$ cat config.mk
export PLATFORM = sky130hd
export DESIGN_NAME = if_prefetch_stage
export DESIGN_NICKNAME = d
export VERILOG_FILES = /design/src/rtl/if_prefetch_stage_pkg.sv /design/src/rtl/if_prefetch_stage_queue.sv /design/src/rtl/if_prefetch_stage.sv
export SDC_FILE = /design/constraint.sdc
export NUM_CORES = 1
export LEC_CHECK = 0
export ABC_AREA = 1
export ABC_CLOCK_PERIOD_IN_PS = 14700
export CORE_MARGIN = 2
export CORE_UTILIZATION = 50
export DETAILED_ROUTE_END_ITERATION = 12
export PLACE_DENSITY = 0.82
export SLEW_MARGIN = 20
export SYNTH_ARGS = -nofsm -noshare
export SYNTH_HDL_FRONTEND = slang
export SYNTH_HIERARCHICAL = 1
export SYNTH_SLANG_ARGS = --single-unit
$ cat constraint.sdc
create_clock -name clk -period 14.7 [get_ports clk]
set_input_delay 2.94 -clock clk [delete_from_list [all_inputs] [get_ports clk]]
set_output_delay 2.94 -clock clk [all_outputs]
set_load 0.03 [all_outputs]
$ cat src/rtl/if_prefetch_stage_pkg.sv
// Shared constants for the instruction-fetch prefetch stage: word sizes, bus
// direction, active-low enable levels and the bus-side FSM state encoding.
package if_prefetch_stage_pkg;

  localparam int WORD_ADDR_W = 30;
  localparam int WORD_DATA_W = 32;

  localparam logic READ  = 1'b1;
  localparam logic WRITE = 1'b0;

  localparam logic ENABLE_  = 1'b0;
  localparam logic DISABLE_ = 1'b1;

  localparam int REGION_TAG_W = 3;

  typedef enum logic [1:0] {
    IF_ST_IDLE   = 2'd0,
    IF_ST_REQ    = 2'd1,
    IF_ST_ACCESS = 2'd2
  } if_state_t;

  typedef struct packed {
    logic [WORD_ADDR_W-1:0] pc;
    logic [WORD_DATA_W-1:0] insn;
  } fetch_word_t;

endpackage

$ cat src/rtl/if_prefetch_stage_queue.sv
// Prefetch FIFO holding {pc, insn} pairs between the fetch engine and ID.
// Clear has priority over push/pop; a push into a full queue is only taken
// when a pop frees the head slot in the same cycle.
module if_queue
  import if_prefetch_stage_pkg::*;
#(
  parameter int DEPTH  = 4,
  parameter int ADDR_W = WORD_ADDR_W,
  parameter int DATA_W = WORD_DATA_W
) (
  input  logic                     clk,
  input  logic                     reset,
  input  logic                     clear,
  input  logic                     push,
  input  logic                     pop,
  input  logic [ADDR_W-1:0]        push_pc,
  input  logic [DATA_W-1:0]        push_insn,
  output logic [ADDR_W-1:0]        head_pc,
  output logic [DATA_W-1:0]        head_insn,
  output logic [$clog2(DEPTH):0]   count,
  output logic                     empty
);

  localparam int PTR_W = $clog2(DEPTH);
  localparam int CNT_W = PTR_W + 1;
  localparam logic [CNT_W-1:0] FULL_COUNT = CNT_W'(DEPTH);

  logic [ADDR_W-1:0] pc_mem   [DEPTH];
  logic [DATA_W-1:0] insn_mem [DEPTH];
  logic [PTR_W-1:0]  rd_ptr;
  logic [PTR_W-1:0]  wr_ptr;
  logic              do_push;
  logic              do_pop;

  assign empty   = (count == '0);
  assign do_pop  = pop && !empty && !clear;
  assign do_push = push && !clear && ((count != FULL_COUNT) || do_pop);

  always_ff @(posedge clk or posedge reset) begin
    if (reset) begin
      rd_ptr <= '0;
      wr_ptr <= '0;
      count  <= '0;
    end else if (clear) begin
      rd_ptr <= '0;
      wr_ptr <= '0;
      count  <= '0;
    end else begin
      if (do_push) wr_ptr <= wr_ptr + 1'b1;
      if (do_pop)  rd_ptr <= rd_ptr + 1'b1;
      case ({do_push, do_pop})
        2'b10:   count <= count + 1'b1;
        2'b01:   count <= count - 1'b1;
        default: count <= count;
      endcase
    end
  end

  // Storage needs no reset: the head is only observed while count is nonzero.
  always_ff @(posedge clk) begin
    if (do_push) begin
      pc_mem[wr_ptr]   <= push_pc;
      insn_mem[wr_ptr] <= push_insn;
    end
  end

  assign head_pc   = pc_mem[rd_ptr];
  assign head_insn = insn_mem[rd_ptr];

endmodule

$ cat src/rtl/if_prefetch_stage.sv
// Instruction-fetch stage with prefetch queue: sequential fetch from SPM
// (pipelined, one word per cycle) or the shared bus (req/grnt/as/rdy).
//
//  state        | meaning
//  IF_ST_IDLE   | no bus access; SPM fetches issue from here when credit allows
//  IF_ST_REQ    | bus_req_ asserted, waiting for bus_grnt_
//  IF_ST_ACCESS | bus_as_ on first cycle, waiting for bus_rdy_ (word may be dropped)
module if_prefetch_stage
  import if_prefetch_stage_pkg::*;
#(
  parameter int               DEPTH        = 4,
  parameter int               ADDR_W       = WORD_ADDR_W,
  parameter int               DATA_W       = WORD_DATA_W,
  parameter int               SPM_ADDR_W   = 12,
  parameter logic [2:0]       SPM_TAG      = 3'b011,
  parameter logic [ADDR_W-1:0] RESET_VECTOR = '0
) (
  input  logic                  clk,
  input  logic                  reset,
  input  logic                  stall,
  input  logic                  flush,
  input  logic [ADDR_W-1:0]     new_pc,
  input  logic                  br_taken,
  input  logic [ADDR_W-1:0]     br_addr,
  input  logic [DATA_W-1:0]     spm_rd_data,
  output logic [SPM_ADDR_W-1:0] spm_addr,
  output logic                  spm_as_,
  output logic                  spm_rw,
  output logic [DATA_W-1:0]     spm_wr_data,
  input  logic [DATA_W-1:0]     bus_rd_data,
  input  logic                  bus_rdy_,
  input  logic                  bus_grnt_,
  output logic                  bus_req_,
  output logic [ADDR_W-1:0]     bus_addr,
  output logic                  bus_as_,
  output logic                  bus_rw,
  output logic [DATA_W-1:0]     bus_wr_data,
  output logic [ADDR_W-1:0]     if_pc,
  output logic [DATA_W-1:0]     if_insn,
  output logic                  if_en_,
  output logic                  busy
);

  localparam int CNT_W = $clog2(DEPTH) + 1;
  localparam int OCC_W = CNT_W + 1;
  localparam logic [OCC_W-1:0] DEPTH_OCC = OCC_W'(DEPTH);

  if_state_t          state;
  if_state_t          state_nxt;
  logic [ADDR_W-1:0]  fpc;
  logic [ADDR_W-1:0]  spm_pc_q;
  logic [ADDR_W-1:0]  bus_pc_q;
  logic               spm_pend;
  logic               drop;
  logic               as_first;

  logic               redirect;
  logic [ADDR_W-1:0]  redirect_pc;
  logic               fpc_in_spm;
  logic [OCC_W-1:0]   occupancy;
  logic               credit;
  logic               spm_issue;
  logic               bus_start;
  logic               bus_done;

  logic               q_push;
  logic               q_pop;
  logic               q_empty;
  logic [CNT_W-1:0]   q_count;
  logic [ADDR_W-1:0]  push_pc;
  logic [DATA_W-1:0]  push_insn;
  logic [ADDR_W-1:0]  head_pc;
  logic [DATA_W-1:0]  head_insn;

  assign redirect    = flush | br_taken;
  assign redirect_pc = flush ? new_pc : br_addr;
  assign fpc_in_spm  = (fpc[ADDR_W-1 -: REGION_TAG_W] == SPM_TAG);

  // Words already requested count against the queue so nothing is ever fetched without a slot.
  assign occupancy = OCC_W'(q_count) + OCC_W'(spm_pend) + OCC_W'(state != IF_ST_IDLE);
  assign credit    = (occupancy < DEPTH_OCC);

  assign spm_issue = !reset && (state == IF_ST_IDLE) && fpc_in_spm && credit && !redirect;
  assign bus_start = (state == IF_ST_REQ) && (state_nxt == IF_ST_ACCESS);
  assign bus_done  = (state == IF_ST_ACCESS) && (bus_rdy_ == ENABLE_);

  always_ff @(posedge clk or posedge reset) begin
    if (reset) state <= IF_ST_IDLE;
    else       state <= state_nxt;
  end

  always_comb begin
    state_nxt = state;
    unique case (state)
      IF_ST_IDLE: begin
        if (!redirect && !fpc_in_spm && credit) state_nxt = IF_ST_REQ;
      end
      IF_ST_REQ: begin
        if (redirect)                   state_nxt = IF_ST_IDLE;
        else if (bus_grnt_ == ENABLE_)  state_nxt = IF_ST_ACCESS;
      end
      IF_ST_ACCESS: begin
        if (bus_rdy_ == ENABLE_) state_nxt = IF_ST_IDLE;
      end
      default: state_nxt = IF_ST_IDLE;
    endcase
  end

  always_comb begin
    bus_req_ = DISABLE_;
    bus_as_  = DISABLE_;
    bus_addr = '0;
    case (state)
      IF_ST_REQ: bus_req_ = ENABLE_;
      IF_ST_ACCESS: begin
        bus_req_ = ENABLE_;
        bus_addr = bus_pc_q;
        if (as_first) bus_as_ = ENABLE_;
      end
      default: ;
    endcase
  end

  // A redirect during ACCESS lets the bus cycle finish but marks its word for discard.
  always_ff @(posedge clk or posedge reset) begin
    if (reset) begin
      fpc      <= RESET_VECTOR;
      spm_pc_q <= '0;
      bus_pc_q <= '0;
      spm_pend <= 1'b0;
      drop     <= 1'b0;
      as_first <= 1'b0;
    end else begin
      spm_pend <= spm_issue;
      as_first <= bus_start;
      if (spm_issue) spm_pc_q <= fpc;
      if (bus_start) bus_pc_q <= fpc;

      if (redirect)
        fpc <= redirect_pc;
      else if (spm_issue || (bus_done && !drop))
        fpc <= fpc + 1'b1;

      if (bus_done)
        drop <= 1'b0;
      else if (redirect && (state == IF_ST_ACCESS))
        drop <= 1'b1;
    end
  end

  assign q_push    = !redirect && (spm_pend || (bus_done && !drop));
  assign q_pop     = !q_empty && !stall && !redirect;
  assign push_pc   = spm_pend ? spm_pc_q    : bus_pc_q;
  assign push_insn = spm_pend ? spm_rd_data : bus_rd_data;

  if_queue #(
    .DEPTH  (DEPTH),
    .ADDR_W (ADDR_W),
    .DATA_W (DATA_W)
  ) u_queue (
    .clk       (clk),
    .reset     (reset),
    .clear     (redirect),
    .push      (q_push),
    .pop       (q_pop),
    .push_pc   (push_pc),
    .push_insn (push_insn),
    .head_pc   (head_pc),
    .head_insn (head_insn),
    .count     (q_count),
    .empty     (q_empty)
  );

  assign spm_as_     = spm_issue ? ENABLE_ : DISABLE_;
  assign spm_addr    = spm_issue ? fpc[SPM_ADDR_W-1:0] : '0;
  assign spm_rw      = READ;
  assign spm_wr_data = '0;
  assign bus_rw      = READ;
  assign bus_wr_data = '0;

  assign if_en_  = q_empty ? DISABLE_ : ENABLE_;
  assign if_pc   = q_empty ? '0 : head_pc;
  assign if_insn = q_empty ? '0 : head_insn;
  assign busy    = q_empty && (state != IF_ST_IDLE);

endmodule

Word-level counts from Yosys, hierarchy flattened
Memories as Yosys holds them, arrays and structs flattened.
Cells that the tools add are included.
{"block": "word_totals", "mem_bits_rw": 248, "in_bits": 131, "word_cells": 94, "output_inout_bits": 175, "regBits": 102, "mem_count": 2}
{"block": "classes", "bitwise_logic": 2, "eq_ne": 7, "n_reduce_logical": 36, "add_sub_neg": 7, "muxes": 29, "magnitude_cmp": 1}
{"name": "u_queue.insn_mem", "words": 4, "word_bits": 32, "rd": 1, "rd_ports_with_merged_regs": 0, "wr": 1, "line": "if_prefetch_stage_queue.sv:29", "source": "logic [DATA_W-1:0] insn_mem [DEPTH];"}
{"name": "u_queue.pc_mem", "words": 4, "word_bits": 30, "rd": 1, "rd_ports_with_merged_regs": 0, "wr": 1, "line": "if_prefetch_stage_queue.sv:28", "source": "logic [ADDR_W-1:0] pc_mem [DEPTH];"}
{"op": "2-to-1 mux 30 bit", "count": 6}
{"op": "2-to-1 mux 32 bit", "count": 2}
{"op": "adder 30 x 1 -> 30 bit (second input constant)", "count": 1}
{"op": "logical AND 1 bit", "count": 18}
{"op": "2-to-1 mux 2 bit", "count": 8}
{"op": "2-to-1 mux 12 bit", "count": 1}
{"op": "nonzero test 2 bit", "count": 5}
{"op": "2-to-1 mux 1 bit", "count": 9}
{"op": "equality test 2 bit (second input constant)", "count": 3}
{"op": "zero test 1 bit", "count": 6}
{"op": "case mux 2 bit (3 select lines)", "count": 1}
{"op": "case mux 3 bit (2 select lines)", "count": 1}
{"op": "adder 2 x 1 -> 2 bit (second input constant)", "count": 2}
{"op": "adder 3 x 1 -> 4 bit", "count": 1}
{"op": "adder 4 x 1 -> 4 bit", "count": 1}
{"op": "equality test 2 x 1 -> 1 bit (second input constant)", "count": 2}
{"op": "< comparator 4 x 3 -> 1 bit (second input constant)", "count": 1}
{"op": "adder 3 x 1 -> 3 bit (second input constant)", "count": 1}
{"op": "equality test 3 x 2 -> 1 bit (second input constant)", "count": 1}
{"op": "zero test 3 bit", "count": 1}
{"op": "logical OR 1 bit", "count": 3}
{"op": "2-to-1 mux 3 bit", "count": 1}
{"op": "!= test 3 bit (second input constant)", "count": 1}
{"op": "nonzero test 3 bit", "count": 1}
{"op": "other kinds (5)", "count": 5}

Depth between registers and ports, before layout
{"block": "logic_depth", "word_depth": 11, "mapped_depth": 17, "mapped_depth_nobuf": 16}

Cells and area by module
The synthesis kept the hierarchy.
{"module": "if_queue", "instances": 1, "cells_per_inst": 670, "seq_area_each_um2": 7622.3, "area_per_inst_um2": 9683.0}
{"module": "if_prefetch_stage", "instances": 1, "cells_per_inst": 1230, "seq_area_each_um2": 2377.3, "area_per_inst_um2": 7521.0}

Worst setup path before layout
Ideal clock, no wire load.
{"block": "synth_path", "path_type": "input-to-output", "start": "input port reset", "end": "output port spm_addr[10]", "slack_ns": 5.535, "path_stages": 7, "t_arrival_ns": 6.225, "required_ns": 11.760, "path_buffers": 2, "cell_sequence": "inv_1 -> nand3_2 -> nor2_4 -> nand2_4 -> buf_6 -> buf_2 -> nor2_1"}
{"block": "synth_between", "elab_chain_len": 6}
{"item": "start, declared", "line": "if_prefetch_stage.sv:19", "source": "input logic reset,"}
{"item": "zero test 1 bit (no line)"}
{"item": "logical AND 1 bit (4 in series)", "line": "if_prefetch_stage.sv:83", "source": "assign spm_issue = !reset && (state == IF_ST_IDLE) && fpc_in_spm && credit && !redirect;"}
{"item": "2-to-1 mux 12 bit", "line": "if_prefetch_stage.sv:175", "source": "assign spm_addr = spm_issue ? fpc[SPM_ADDR_W-1:0] : '0;"}
{"item": "end, declared", "line": "if_prefetch_stage.sv:26", "source": "output logic [SPM_ADDR_W-1:0] spm_addr,"}
No other way between the ends.

Worst setup path in the final report
{"block": "layout_path", "start": "input port br_taken", "end": "output port spm_addr[8]"}
{"block": "layout_between", "elab_chain_len": 4}
{"item": "start, declared", "line": "if_prefetch_stage.sv:23", "source": "input logic br_taken,"}
{"item": "OR 1 bit", "line": "if_prefetch_stage.sv:75", "source": "assign redirect = flush | br_taken;"}
{"item": "zero test 1 bit", "line": "if_prefetch_stage.sv:83"}
{"item": "logical AND 1 bit", "line": "if_prefetch_stage.sv:83"}
{"item": "2-to-1 mux 12 bit", "line": "if_prefetch_stage.sv:175"}
No other way between the ends.

==> reports/results.ini <==
[status]
status=finished, final reports clean

[place]
place.detailed.hpwl_um=27000
numPortBuffers=239
routabilityCongestion=0.917

[floorplan]
initial_core_util=0.511
core-area_um2=33700
dieHeight_um=189
io-pin-count=306
fp.dieW_um=189
rows=67
die-area_um2=35900

[sta]
fin_skew_ns=0.0188
finalCriticalPeriod_ns=8.70
maxClockFrequency_mhz=115
whs_ns=0.472
slew_viol_final=0
tightest_slew_ns=0.929
hold_viol=0
rsz0062_at_grt=no
tns_ns=0
finalSetupViolations=0
max_slew_margin=0.378
post-route-period-util=0.592

[clocking]
cts_num_sinks=350
cts-root-buf=clkbuf_16
clockBufferDepth=3
clk_latency_ns=0.52
cts_buffers=37
postCtsSetupBuffers=0
clkTransAtPathRegs_ns=0.06
cts_max_level=2
cts_tree=done
holdBufCountCts=0
post_cts_resized=0

[finish]
drive_above_1_share=0.0498
fill_cells=2772
nets=2226
area_growth_pct=19.8
ff_latch_area_um2=10000
antenna_cells=0
multi_input_area_um2=5660

[worst_setup_path]
max_stage_delay_ns=0.71
path_cells=clkdlybuf4s50_1 -> nor2_8 -> nand2_4 -> nor2_1 -> clkdlybuf4s50_1
cp_top_family=simple AND/OR/NAND/NOR gates
start_kind=input pin
path_max_fanout=80
endpoint_kind=output pin
worstPathArrival_ns=5.76
path_buf_inv=2
cp_slowest_cell=clkdlybuf4s50_1
path_common_cell=clkdlybuf4s50_1
cp.required_ns=11.76
path_class=in2out

[logic_synthesis]
ys_types=40
synth_edf_count=248
ys_warn_count=6
synth_area_um2=17200
yosys_most_used_dff=edfxtp_1
synth-seq-cells=350
yosysTopAreaCellShare=0.433
ys_seq_area_frac=0.581
async_reset_ff_frac=0.291
synth_cells=1900
yosys-top-cells-count=nand2_1 (391), nor2_1 (306), edfxtp_1 (248)
synth_top_cell_by_area=edfxtp_1
yosysMostFrequentCell=nand2_1
synth_area_leaders=edfxtp_1 (43%), dfrtp_1 (15%), nand2_1 (8.5%), nor2_1 (6.7%), o21ai_0 (6.1%)
postSynthAreaPerCell_um2=9.05

[power]
power.leakage_nw=8.50
vdd_drop_max_mv=0.0824
power.density_nw_per_um2=130

[route]
drtIter0Drc=970
wl_per_cell_um=16.3
routed_wl_um=41700
vias=13400
viasPerCell=5.23
drtAntennaViolNets=0
first_pass_iters=6
route.detailed.drc=0

[global_routing]
overflow=0
grt_pass1_vias=12600
antenna_found_initial=0
grt_start_max_net_pins=125
grt_use_total=0.227
grt_pass1_wl_um=64900

[run]
drv_cap=0

[hold_path]
hp-class=reg2reg

## registers in the layout, summed over array words and instances, names as in the netlist
name / count
fpc: 30
u_queue/wr_ptr: 2
as_first: 1
u_queue/pc_mem: 120
state: 2
drop: 1
u_queue/insn_mem: 128
spm_pend: 1
u_queue/rd_ptr: 2
bus_pc_q: 30
spm_pc_q: 30
u_queue/count: 3
## cells by family after synthesis
logic type,synth area share
compound gates,0.119
other cells,0.000437
simple gates,0.184
xor+xnor,0.00153
buf+inv,0.105
flops,0.581
fa+ha+maj,0.00844
## worst paths after layout
kind | slack [ns] | end | depth (start not counted) | from
worst max register to register | 10.82 | u_queue/pc_mem[3][22]$_DFFE_PP_ | 12 | state[0]$_DFF_PP0_
min in group asynchronous | 2.76 | u_queue/count[1]$_DFFE_PP0P_ | 2 | reset
worst min register to register | 0.47 | spm_pc_q[28]$_DFFE_PP0N_ | 1 | spm_pc_q[28]$_DFFE_PP0N_
worst min-delay path | 0.47 | spm_pc_q[28]$_DFFE_PP0N_ | 1 | spm_pc_q[28]$_DFFE_PP0N_
worst max-delay path | 6.00 | spm_addr[8] | 5 | br_taken
max in group asynchronous | 10.60 | spm_pend$_DFF_PP0_ | 3 | reset
## through the flow
stage | power, mW | util | instance area [um2] | instances | worst slack, ns
after global placement | 1.80 | 0.578 | 19500 | 2493 | 6.14
final | 2.68 | 0.612 | 20600 | 2557 | 6.00
after detailed placement | 1.82 | 0.578 | 19500 | 2493 | 6.05
after CTS | 2.69 | 0.612 | 20600 | 2557 | 6.02
after floorplan | 1.63 | - | 17400 | 1964 | 5.53
after global routing | 2.79 | 0.612 | 20600 | 2557 | 5.81
## power by group
part | internal [mW] | switching, mW | total, mW
Clock | 0.499 | 0.373 | 0.872
Combinational | 0.179 | 0.354 | 0.533
Sequential | 1.20 | 0.0713 | 1.27
## worst register-to-register path: cells and delay by family, from the launching register on
family                   cells  cell delay (ns)
flip-flops                   1             0.43
adder cells (fa/ha/maj)      1             0.44
buffers and inverters        5             1.32
AO/OA/AOI/OAI                1             0.25
AND/OR/NAND/NOR              5             1.03
## layout make-up
type,count,share of cell area
clock buffer,46,0.0481
clock inverter,18,0.00692
inverter,200,0.0371
multi-input combinational,1244,0.275
sequential,350,0.485
tap,448,0.0272
timing repair buffer,251,0.120
## metal layers
metal	wire, um	GRT usage	up-vias	share of wire
met5	0	0	-	0
met4	993	0.0650	0	0.024
met3	3230	0.0361	69	0.078
met2	20000	0.384	538	0.48
met1	17500	0.304	6287	0.42
li1	-	-	6477	-
## placed cells by master, fill, tap and decap left out, drive strengths merged, types with 13 or more instances in the layout
cell / synthesis / routed
inv: 199 / 200
clkinv: 1 / 13
o21ai: 224 / 224
edfxtp: 248 / 248
a21oi: 49 / 49
nand3: 68 / 68
clkdlybuf4s50: 0 / 239
nor2: 311 / 311
conb: 2 / 66
o21bai: 30 / 30
nand2: 402 / 402
clkbuf: 63 / 46
o22ai: 66 / 66
dfrtp: 102 / 102
Power figures use the tool's default switching activity.
